===== src/rtl/tlb_idma_mux.sv =====
// tlb_idma_mux: round-robin arbiter from N TLB requesters onto one IDMA engine, with completion routing.
module tlb_idma_mux #(
   parameter int N_CHAN    = 2,
   parameter int SEQ_DEPTH = 8,
   parameter int REQ_BITS  = 192,
   parameter int CW        = (N_CHAN > 1) ? $clog2(N_CHAN) : 1,
   parameter int OW        = $clog2(SEQ_DEPTH + 1)
) (
   input  logic                       aclk,
   input  logic                       areset,
   input  logic                       lock_en,
   input  logic [CW-1:0]              lock_chan,
   input  logic [N_CHAN-1:0]          s_valid,
   output logic [N_CHAN-1:0]          s_ready,
   input  logic [N_CHAN*REQ_BITS-1:0] s_req,
   input  logic [N_CHAN-1:0]          s_ctl,
   input  logic [N_CHAN-1:0]          s_isr,
   output logic [N_CHAN-1:0]          s_done,
   output logic [N_CHAN-1:0]          s_isr_return,
   output logic                       m_valid,
   input  logic                       m_ready,
   output logic [REQ_BITS-1:0]        m_req,
   output logic                       m_ctl,
   output logic                       m_isr,
   input  logic                       m_done,
   output logic [OW-1:0]              outstanding,
   output logic                       err_unexp_done
);
   localparam int PW = $clog2(SEQ_DEPTH);
   localparam logic [0:0] IDLE = 1'b0, GRANT = 1'b1;
   logic [0:0]        state;
   logic [CW-1:0]     gnt, last, pick, idx, head_id;
   logic [N_CHAN-1:0] elig;
   logic              full, empty, hs, push, pop, head_isr;
   logic [PW:0]       wp, rp;
   logic [CW-1:0]     fid [SEQ_DEPTH];
   logic              fisr [SEQ_DEPTH];
   assign elig = s_valid & (lock_en ? (N_CHAN'(1) << lock_chan) : {N_CHAN{1'b1}});
   always_comb begin
      pick = '0;
      idx  = '0;
      for (int i = N_CHAN; i >= 1; i--) begin
         idx = CW'((int'(last) + i) % N_CHAN);
         pick = elig[idx] ? idx : pick;
      end
   end
   assign full         = (wp[PW] != rp[PW]) && (wp[PW-1:0] == rp[PW-1:0]);
   assign empty        = (wp == rp);
   assign m_valid      = (state == GRANT) && s_valid[gnt] && !(s_ctl[gnt] && full);
   assign hs           = m_valid && m_ready;
   assign push         = hs && s_ctl[gnt];
   assign pop          = m_done && !empty;
   assign head_id      = fid[rp[PW-1:0]];
   assign head_isr     = fisr[rp[PW-1:0]];
   assign m_req        = s_req[gnt*REQ_BITS +: REQ_BITS];
   assign m_ctl        = s_ctl[gnt];
   assign m_isr        = 1'b0;
   assign s_ready      = hs ? (N_CHAN'(1) << gnt) : '0;
   assign s_done       = pop ? (N_CHAN'(1) << head_id) : '0;
   assign s_isr_return = (pop && head_isr) ? (N_CHAN'(1) << head_id) : '0;
   assign outstanding  = OW'(wp - rp);
   always_ff @(posedge aclk) begin
      if (areset) begin
         state          <= IDLE;
         gnt            <= '0;
         last           <= CW'(N_CHAN - 1);
         wp             <= '0;
         rp             <= '0;
         err_unexp_done <= 1'b0;
      end else begin
         if (push) wp <= wp + 1'b1;
         if (pop) rp <= rp + 1'b1;
         if (m_done && empty) err_unexp_done <= 1'b1;
         if (state == IDLE) begin
            if (|elig) begin
               gnt   <= pick;
               state <= GRANT;
            end
         end else if (hs) begin
            last  <= gnt;
            state <= IDLE;
         end else if (!s_valid[gnt]) begin
            state <= IDLE;
         end
      end
   end
   always_ff @(posedge aclk) begin
      if (push) begin
         fid[wp[PW-1:0]]  <= gnt;
         fisr[wp[PW-1:0]] <= s_isr[gnt];
      end
   end
endmodule


===== config.mk =====
export PLATFORM = sky130hd
export DESIGN_NAME = tlb_idma_mux
export DESIGN_NICKNAME = d
export VERILOG_FILES = /design/src/rtl/tlb_idma_mux.sv
export SDC_FILE = /design/constraint.sdc
export NUM_CORES = 1
export LEC_CHECK = 0
export BUFFER_PORTS_ARGS = -buffer_cell sky130_fd_sc_hd__buf_2
export CORE_AREA = 3 3 233 235
export CTS_CLUSTER_DIAMETER = 120
export DETAILED_ROUTE_END_ITERATION = 10
export DIE_AREA = 0 0 236 238
export SKIP_CTS_REPAIR_TIMING = 1
export SLEW_MARGIN = 20
export SYNTH_ARGS = -nofsm -noshare
export SYNTH_HDL_FRONTEND = slang
export SYNTH_SLANG_ARGS = --single-unit

===== constraint.sdc =====
create_clock -name aclk -period 6.1 [get_ports aclk]
set_clock_uncertainty 0.1 [all_clocks]
set_input_delay 0.305 -clock aclk [delete_from_list [all_inputs] [get_ports aclk]]
set_output_delay 0.305 -clock aclk [all_outputs]
set_load 0.02 [all_outputs]

Word level (Yosys, flattened, before mapping)
Memories as Yosys holds them, arrays and structs flattened. A register that Yosys moved wholly into a read port is not among the register bits. Cells that the tools add are included.

Add/subtract/negate cells: 5. Multipliers: 1. Order comparisons: 3. Equality and inequality tests: 3. Shift operators: 4. Mux-type cells: 26. Bitwise gates (word level): 2. Reduce and logical (&&, ||, !) cells: 14.

Operators with widths (count): indexed part select 384 x 10 -> 192 bit (1); two-way mux 1 bit (18); two-way mux 3 bit (4); logical AND 1 bit (9); adder 4 x 1 -> 4 bit, second input constant (2); two-way mux 2 bit (4); < comparator 1 x 2 -> 1 bit, second input constant (3); left shift 1 x 1 -> 2 bit, first input constant (3); equality test 4 bit (1); AND reduction 2 bit (2); subtractor 4 bit (1); equality test 3 bit (1); multiplier 1 x 2 -> 3 bit, second input constant (1); adder 1 bit, second input constant (2); AND 2 bit (1); zero test 1 bit (2); OR reduction 2 bit (1); != test 1 bit (1); NOT 1 bit (1).

Bits in registers: 12. Memory bits (writable): 16. Input port bits: 396. Output and inout port bits: 206. Word-level logic and storage cells: 66. Memories kept: 2.

Memories: fid (depth 8, width 1, read ports 1, clocked after Yosys merged registers in 1, wr ports 1, RTL line 36) `logic [CW-1:0] fid [SEQ_DEPTH];`; fisr (depth 8, width 1, read ports 1, clocked after Yosys merged registers in 1, wr ports 1, RTL line 37) `logic fisr [SEQ_DEPTH];`.

Depth between registers and ports, before layout
Gate-level depths: netlist of run 1.

Depth after elaboration: 9. Mapped depth: 6.

Worst setup path after synthesis of run 1
Ideal clock, no wire load.

Path kind: register -> register. Start: reg wp[0]. End: mem fid[0] (netlist bit) (enable). Setup time: 0.349 ns. Data arrival time: 1.804 ns. Data required time: 5.651 ns. Setup slack: 3.847 ns. Stages on the path, launching flop included: 7. Cells stage by stage: dfxtp_1 -> inv_1 -> ha_1 -> nand3_1 -> nor2_1 -> or3_1 -> nor4_1.

Word-level cells in the longest chain between the ends: 9.

RTL lines: start: declaration (RTL line 35) `logic [PW:0] wp, rp;`; start signal: assignment (RTL line 71) `if (push) wp <= wp + 1'b1;`; equality test 3 bit (RTL line 47) `assign full = (wp[PW] != rp[PW]) && (wp[PW-1:0] == rp[PW-1:0]);`; logical AND 1 bit (RTL line 47); logical AND 1 bit (RTL line 49) `assign m_valid = (state == GRANT) && s_valid[gnt] && !(s_ctl[gnt] && full);`; zero test 1 bit (RTL line 49); logical AND 1 bit (RTL line 49); logical AND 1 bit (RTL line 50) `assign hs = m_valid && m_ready;`; logical AND 1 bit (RTL line 51) `assign push = hs && s_ctl[gnt];`; two-way mux 1 bit (RTL line 88) `if (push) begin`; two-way mux 1 bit (not written as such) (RTL line 89) `fid[wp[PW-1:0]] <= gnt;`; end: declaration (RTL line 36).

Several ways; a longest one is shown, not always the timed one.

Final worst setup path of run 1
Start: reg gnt. End: out m_req[49].

Word-level cells in the longest chain between the ends: 2.

RTL lines: start: declaration (RTL line 32) `logic [CW-1:0] gnt, last, pick, idx, head_id;`; start signal: assignment (RTL line 76) `gnt <= pick;`; multiplier 1 x 2 -> 3 bit (RTL line 55) `assign m_req = s_req[gnt*REQ_BITS +: REQ_BITS];`; indexed part select 384 x 10 -> 192 bit (RTL line 55); end: declaration (RTL line 22) `output logic [REQ_BITS-1:0] m_req,`.

Every way passes these cells.

==> flow_summary.yaml, run 1 <==
power_and_ir_drop:
  p_leak_nw: 3.722
  power_mw: 1.140
  ir_drop_mv: 0.09865
  p_per_area_nw_per_um2: 146.9
synth:
  synth_top_flop_cell: "edfxtp_1"
  syn_nets: 750
  netlist_area_um2: 3805
  ys.warnings.count: 0
  async_reset_ff_share_pct: 0
  yosys_register_bits: 31
  synthCells: 348
  ys_types: 44
  synthTopCellsByArea: "mux2_2 58%, edfxtp_1 13%, dfxtp_1 7.9%"
  synth_area_leader_cell: "mux2_2"
  synth_area_per_cell_um2: 10.93
  yosysTopAreaCellShare_pct: 57.71
  synth_edf_count: 16
  synth-seq-area-share_pct: 20.52
route:
  drt.antenna.violating_nets: 0
  first_iter_violations: 213
  viasPerCell: 3.283
  drc: 0
  wl_per_cell_um: 20.14
  vias: 5341
  wl_mm: 32.76
  first_pass_iters: 4
global_route:
  gr-total-overflow: 0
  antenna_found_initial: 35
  grt_pass1_vias: 5441
  grt_first_pass_wirelength_mm: 42.06
  grt_max_degree: 137
  grt_use_total_pct: 10.73
die:
  die-area_um2: 56170
  ios: 602
  rows: 84
  die_h_um: 238
  die_x_um: 236
  coreArea_um2: 52450
  start_util_pct: 7.255
sta:
  worst_pin_slew_ps: 1012
  tns_ps: 0
  min_period_ps: 3114
  rsz0062_at_grt: "no"
  hold_violations: 0
  finalSetupViolations: 0
  worst_slew_margin_rel_pct: 32.55
  slew_violations: 0
  fmax_mhz: 321.1
  finalCritPeriodShare_pct: 51.05
placement:
  port_buffers: 600
  dp_hpwl_mm: 30.29
  gp_congestion: 0.8582
  dp_cells: 1612
worst_setup_path:
  worstSetupStartpointType: "flip-flop"
  cp_max_fo: 136
  crit_arrival_ps: 2710
  critical_path_buf_inv_count: 2
  cpPeakStageDelay_ps: 930
  timing.rr.start: "gnt$_SDFFE_PP0P_"
  crit_slowest_cell: "dfxtp_4"
  startpoint: "gnt$_SDFFE_PP0P_"
  crit_type: "flip-flop to output port"
  cpLargestDelayFamily: "flip-flops"
  cp_cell_sequence: "buf_12, mux2_2, buf_2"
  end_kind: "output port"
  required_ps: 5690
clock_tree:
  insertion_delay_ps: 270
  numCtsBuffers: 5
  cts_tree: "yes"
  htreeDepth: 2
  cts.path.max_buffers: 2
  clock_sinks: 31
  clk_root_buffer_cell: "clkbuf_16"
  clk_pin_slew_ps: 50
final_layout:
  drive_gt1_share_pct: 87.34
  fin_nets: 1333
  mostFrequentLayoutCells: "600 x buf_2, 195 x mux2_2, 18 x nor2_1, 16 x edfxtp_1, 14 x dfxtp_1"
  finalNonFillerCells: 1627
  layout_commonest_cell: "buf_2"
  area_growth_pct: 103.8
  fin_util_pct: 14.79
job:
  cap_violations: 0
min_path:
  hp-class: "input port to flip-flop"
  min-delay-start: "m_done"
status:
  status: "complete, no violations"
[where the power goes]
group,leakage (nW),total (mW),internal [mW],switching [mW]
Combinational,3.37,0.628,0.288,0.340
Sequential,0.267,0.240,0.224,0.0158
Clock,0.0813,0.272,0.190,0.0819
[final cells by class]
class                   instances  area (um^2)
fillers                      6026        44690
inverters                      10        37.54
well taps                     688        860.8
clock buffers                   5        125.1
flip-flops and latches         31        784.5
repair buffers                601         3023
diodes                          7        17.52
clock inverters                 3        38.79
multi-input cells             282         2868
[final timing paths]
kind | end | slack (ps) | cells past startpoint
worst max register to register | fisr[3]$_DFFE_PP_ | 3400 | 4
worst min-delay path | err_unexp_done$_SDFFE_PP0P_ | 210 | 3
worst max-delay path | m_req[49] | 2990 | 3
worst min register to register | last$_SDFFE_PP1P_ | 370 | 1
[stage by stage]
| step | setup slack (ps) | area (um^2) | hold slack, ps |
|---|---|---|---|
| 3_3_place_gp | 3277 | 7574 | 354.0 |
| 4_1_cts | 2965 | 7737 | 208.4 |
| 5_1_grt | 2898 | 7740 | 236.0 |
| 6_report | 2986 | 7755 | 213.3 |
| 2_1_floorplan | 3847 | 3805 | 336.0 |
| 3_5_place_dp | 3259 | 7574 | 355.5 |
[synth_stat cells (all sizes together) (2+ instances only)]
cell,number
a211o,2
a21oi,5
and4,2
buf,17
clkbuf,8
dfxtp,15
edfxtp,16
ha,5
inv,10
mux2,197
mux2i,4
mux4,4
nand2,5
nand2b,3
nand3,2
nor2,18
nor2b,2
nor3,4
nor4,4
o211ai,2
o21ai,3
or3,2
xnor2,4
xor2,3
[worst register-to-register path: stages (launching register included)]
cell and delay, ps:
dfxtp_4 930, mux2_4 320, nand3_2 160, or3_1 430
nor4_1 400
[layer usage]
layer  part of all wire, %  wire length (um)  track usage (%)  vias up
li1                      -                 -                -     2480
met1                    37             12050            11.58     2397
met2                    51             16670            20.34      400
met3                    11              3522            4.126       56
met4                   1.4               470            1.309        8
met5                  0.17                56                0        -
[sequential cells by signal (all words and copies together), names as in the netlist, named ones only]
| register | flops |
|---|---|
| fid | 8 |
| fisr | 8 |
| rp | 4 |
| wp | 4 |
| err_unexp_done | 1 |
| gnt | 1 |
| last | 1 |
| state | 1 |
[cells by family after synthesis]
kind of cell,count (synthesis),share of synthesized area (%)
muxes,205,61.92
and+or+nand+nor,46,6.445
buffers and inverters,35,4.110
DFF,31,20.52
AOI/OAI and AO/OA,17,2.927
xor gates and xnor gates,7,1.809
adders and majority gates,6,2.170
other,1,0.09856
Power figures use the tool's default switching activity.
==> inputs of run 2 (changes only) <==
--- a/config.mk
+++ b/config.mk
@@ -6,10 +6,10 @@
 export NUM_CORES = 1
 export LEC_CHECK = 0
 export BUFFER_PORTS_ARGS = -buffer_cell sky130_fd_sc_hd__buf_2
-export CORE_AREA = 3 3 233 235
+export CORE_AREA = 3 3 232 234
 export CTS_CLUSTER_DIAMETER = 120
 export DETAILED_ROUTE_END_ITERATION = 10
-export DIE_AREA = 0 0 236 238
+export DIE_AREA = 0 0 235 237
 export SKIP_CTS_REPAIR_TIMING = 1
 export SLEW_MARGIN = 20
 export SYNTH_ARGS = -nofsm -noshare
==> constraint.sdc (replaced) <==
create_clock -name aclk -period 2.62 [get_ports aclk]
set_clock_uncertainty 0.1 [all_clocks]
set_input_delay 0.131 -clock aclk [delete_from_list [all_inputs] [get_ports aclk]]
set_output_delay 0.131 -clock aclk [all_outputs]
set_load 0.02 [all_outputs]
==> run 2 against run 1 <==
Die area shrank 0.84%; first-iteration DRC count shrank 3.3%; utilization grew 0.096 points; register-to-register slack lost 3300 ps; design area grew 0.24%; sequential power grew 120%; critical endpoint is now fid[1]$_DFFE_PP_.
==> flow_summary.yaml, run 2 (synthesis gave the netlist of run 1 again) <==
sta:
  rsz0062_at_grt: "yes"
  fmax_mhz: 402.6
  finalSetupViolations: 0
  slew_violations: 0
  min_period_ps: 2484
  timing.final.ws_setup_ps: 136.2
  finalCritPeriodShare_pct: 94.80
  worst_slew_margin_rel_pct: 51.91
  hold_violations: 0
  worst_pin_slew_ps: 721.3
clock_tree:
  clk_pin_slew_ps: 50
  clock_sinks: 31
  cts_tree: "yes"
  cts.path.max_buffers: 2
  numCtsBuffers: 5
  htreeDepth: 2
  insertion_delay_ps: 270
  clk_root_buffer_cell: "clkbuf_16"
worst_setup_path:
  crit_arrival_ps: 2300
  worstSetupStartpointType: "flip-flop"
  crit_type: "flip-flop to flip-flop"
  cp_max_fo: 7
  end_kind: "flip-flop"
  required_ps: 2440
min_path:
  hp-class: "input port to flip-flop"
placement:
  post-place-ws_ps: 229.1
  dp_hpwl_mm: 31.74
  gp_congestion: 0.9083
  port_buffers: 600
die:
  coreArea_um2: 52240
  ios: 602
  start_util_pct: 7.284
  rows: 84
  die_x_um: 235
  die-area_um2: 55700
  die_h_um: 237
power_and_ir_drop:
  ir_drop_mv: 0.2337
  p_per_area_nw_per_um2: 336.6
  p_leak_nw: 3.730
route:
  first_pass_iters: 4
  drt.antenna.violating_nets: 0
  wl_mm: 34.20
  first_iter_violations: 206
  wl_per_cell_um: 20.98
  vias: 5363
  drc: 0
  viasPerCell: 3.290
global_route:
  gr-total-overflow: 0
  antenna_found_initial: 22
  grt_pass1_vias: 5437
  grt_first_pass_wirelength_mm: 43.65
  grt_use_total_pct: 11.31
  grt_max_degree: 116
final_layout:
  mostFrequentLayoutCells: "600 x buf_2, 195 x mux2_2, 18 x nor2_1, 16 x edfxtp_1, 14 x dfxtp_1"
  layout_commonest_cell: "buf_2"
  drive_gt1_share_pct: 87.49
  area_growth_pct: 104.3
  fin_nets: 1336
  fin_util_pct: 14.88
job:
  cap_violations: 0
status:
  status: "complete, no violations"
[run 2: cell count changes in the layout (fill, tap and decap cells not counted), sizes merged]
| cell | before | now |
|---|---|---|
| buf | 601 | 604 |
| bufinv | 1 | 0 |
| clkbuf | 5 | 6 |
[run 2: path summary, 6_finish.rpt]
kind	start	to	slack, ps	cells after the start
worst max-delay path	wp[0]$_SDFFE_PP0P_	fid[1]$_DFFE_PP_	140	6
worst min-delay path	s_valid[1]	gnt$_SDFFE_PP0P_	70	3
worst max register to register	wp[0]$_SDFFE_PP0P_	fid[1]$_DFFE_PP_	140	6
worst min register to register	err_unexp_done$_SDFFE_PP0P_	err_unexp_done$_SDFFE_PP0P_	380	2
[run 2: stage by stage]
step	TNS (ps)	hold WS (ps)	area, um^2	total power [mW]	std cells
global route	-124.6	77.21	7769	2.780	1628
finish	0	73.66	7774	2.617	1630
floorplan	0	171.7	3805	1.354	348
CTS	0	68.99	7746	2.670	1623
detailed placement	0	357.5	7609	2.122	1615
global placement	0	347.4	7609	2.118	1615
[run 2: worst max-delay path: stages (launching register included)]
cell,delay (ps)
dfxtp_1,450
inv_1,160
ha_1,340
nand3_1,120
nor2_1,110
or3_1,470
nor4_1,380
[run 2: cell type report]
type,instances,area [um^2]
clock inverters,2,8.758
clock buffers,6,128.9
diodes,7,17.52
well taps,688,860.8
fillers,6023,44460
flip-flops and latches,31,784.5
multi-input cells,282,2878
repair buffers,604,3058
inverters,10,37.54
[run 2: per-layer routing]
metal,GRT usage [%],vias to the layer above,part of all wire [%]
met5,0,-,0.15
met4,2.486,8,2.0
met3,7.221,42,17
met2,20.15,409,48
met1,11.03,2424,33
li1,-,2480,-
[run 2: where the power goes]
part	total [mW]	switching (mW)	internal, mW
sequential	0.531	0.0102	0.521
combinational	1.55	0.873	0.673
clock	0.539	0.193	0.346
==> inputs of run 3 (changes only) <==
--- a/config.mk
+++ b/config.mk
@@ -5,6 +5,7 @@
 export SDC_FILE = /design/constraint.sdc
 export NUM_CORES = 1
 export LEC_CHECK = 0
+export ABC_CLOCK_PERIOD_IN_PS = 2009
 export BUFFER_PORTS_ARGS = -buffer_cell sky130_fd_sc_hd__buf_2
 export CORE_AREA = 3 3 232 234
 export CTS_CLUSTER_DIAMETER = 120
==> constraint.sdc (replaced) <==
create_clock -name aclk -period 2.01 [get_ports aclk]
set_clock_uncertainty 0.1 [all_clocks]
set_input_delay 0.1005 -clock aclk [delete_from_list [all_inputs] [get_ports aclk]]
set_output_delay 0.1005 -clock aclk [all_outputs]
set_load 0.02 [all_outputs]
==> run 3 against run 2 <==
Register-to-register slack about the same; combinational power increased by 33%; via count increased by 1.5%; power increased by 42%; routed wire length increased by 5.5%; design area increased by 5.0%; utilization increased by 0.74 points; final cell count increased by 0.92%; critical path type is now flip-flop to output port; critical endpoint is now m_req[5]; largest cell class unchanged.
==> flow_summary.yaml, run 3 (synthesis gave the netlist of run 1 again) <==
final_layout:
  finalNonFillerCells: 1645
  layout_commonest_cell: "buf_2"
  fill_cells: 5939
  drive_gt1_share_pct: 90.01
  fin_nets: 1352
  area_growth_pct: 114.5
  mostFrequentLayoutCells: "595 x buf_2, 195 x mux2_2, 18 x nor2_1, 17 x buf_4, 16 x edfxtp_1"
sta:
  finalSetupViolations: 0
  finalCritPeriodShare_pct: 98.71
  fmax_mhz: 504.0
  rsz0062_at_grt: "yes"
  min_period_ps: 1984
  worst_pin_slew_ps: 481.2
  slew_violations: 0
  worst_slew_margin_rel_pct: 67.29
  hold_violations: 0
route:
  wl_per_cell_um: 21.93
  first_pass_iters: 4
  drc: 0
  drt.antenna.violating_nets: 0
  viasPerCell: 3.311
  wl_mm: 36.08
  vias: 5446
  first_iter_violations: 190
worst_setup_path:
  cp_max_fo: 93
  cp_cell_sequence: "buf_16, mux2_2, buf_2"
  worstSetupStartpointType: "flip-flop"
  crit_slowest_cell: "mux2_2"
  crit_arrival_ps: 1780
  cpLargestDelayFamily: "buffers and inverters"
  crit_type: "flip-flop to output port"
  path_depth: 3
  cpPeakStageDelay_ps: 490
  required_ps: 1810
  reg2reg_depth: 4
  critical_path_buf_inv_count: 2
  end_kind: "output port"
placement:
  dp_hpwl_mm: 33.10
  port_buffers: 600
  dp_cells: 1626
  gp_congestion: 0.9601
clock_tree:
  cts_tree: "yes"
  cts.path.max_buffers: 2
  clk_pin_slew_ps: 50
  clk_root_buffer_cell: "clkbuf_16"
  numCtsBuffers: 5
  clock_sinks: 31
  insertion_delay_ps: 280
  htreeDepth: 2
min_path:
  worstHoldPathCells: 3
  hp-class: "input port to flip-flop"
global_route:
  gr-total-overflow: 0
  grt_max_degree: 94
  grt_first_pass_wirelength_mm: 45.70
  grt_pass1_vias: 5401
  antenna_found_initial: 31
  grt_use_total_pct: 11.88
status:
  status: "complete, no violations"
die:
  start_util_pct: 7.284
  die_h_um: 237
  ios: 602
  coreArea_um2: 52240
  die_x_um: 235
  die-area_um2: 55700
  rows: 84
power_and_ir_drop:
  power_mw: 3.715
  p_per_area_nw_per_um2: 455.2
  ir_drop_mv: 0.2740
  p_leak_nw: 3.872
job:
  cap_violations: 0
-- run 3: cell types whose count changed in the layout (fill, tap and decap cells not counted), moves of 3 or more --
cell     change
buf_2        -5
ha_1         -3
dfxtp_2      +4
inv_1        -3
buf_4       +15
ha_4         +3
nor4_4       +4
nor4_1       -3
dfxtp_1      -6
-- run 3: worst paths after layout --
check                    start  slack, ps                     endpoint
min                     m_done         50  err_unexp_done$_SDFFE_PP0P_
min reg2reg  last$_SDFFE_PP1P_        370            last$_SDFFE_PP1P_
max           gnt$_SDFFE_PP0P_         30                     m_req[5]
max reg2reg   gnt$_SDFFE_PP0P_        140             fid[2]$_DFFE_PP_
-- run 3: worst register-to-register path: stages (launching register included) --
cell,delay [ps]
dfxtp_4,380
mux2_4,220
nand3_2,170
or3_4,490
nor4_4,210
-- run 3: routing by layer --
metal	part of all wire (%)	up-vias	track usage (%)	wire length, um
met2	46	379	20.01	16750
met3	14	56	5.649	5073
met1	37	2483	13.97	13470
li1	-	2520	-	-
met5	0.11	-	0	39
met4	2.1	8	1.818	753
-- run 3: cell type report --
| cell class | count | area [um^2] | area share [%] |
|---|---|---|---|
| clock buffer | 6 | 128.9 | 1.579 |
| inverter | 10 | 41.29 | 0.5059 |
| sequential | 31 | 797.0 | 9.765 |
| antenna | 6 | 15.01 | 0.1840 |
| timing repair buffer | 620 | 3243 | 39.74 |
| clock inverter | 2 | 60.06 | 0.7359 |
| tap | 688 | 860.8 | 10.55 |
| multi-input combinational | 282 | 3015 | 36.95 |
-- run 3: where the power goes --
part           internal, mW  total (mW)  switching [mW]
Clock                 0.709       0.969           0.260
Combinational         0.913        2.06            1.14
Sequential            0.677       0.690          0.0124
Total                  2.30        3.72            1.42
-- run 3: through the flow --
stage	setup TNS [ps]	cell area (um^2)	utilization [%]	hold slack [ps]	worst slack, ps
after floorplan	0	3884	-	141.2	3.870
after global placement	0	7782	14.90	283.4	102.4
after detailed placement	0	7782	14.90	296.9	47.94
after CTS	-732.3	7971	15.26	12.95	-179.1
after global routing	-138.2	8154	15.61	50.18	-68.88
final	0	8162	15.62	45.34	25.95
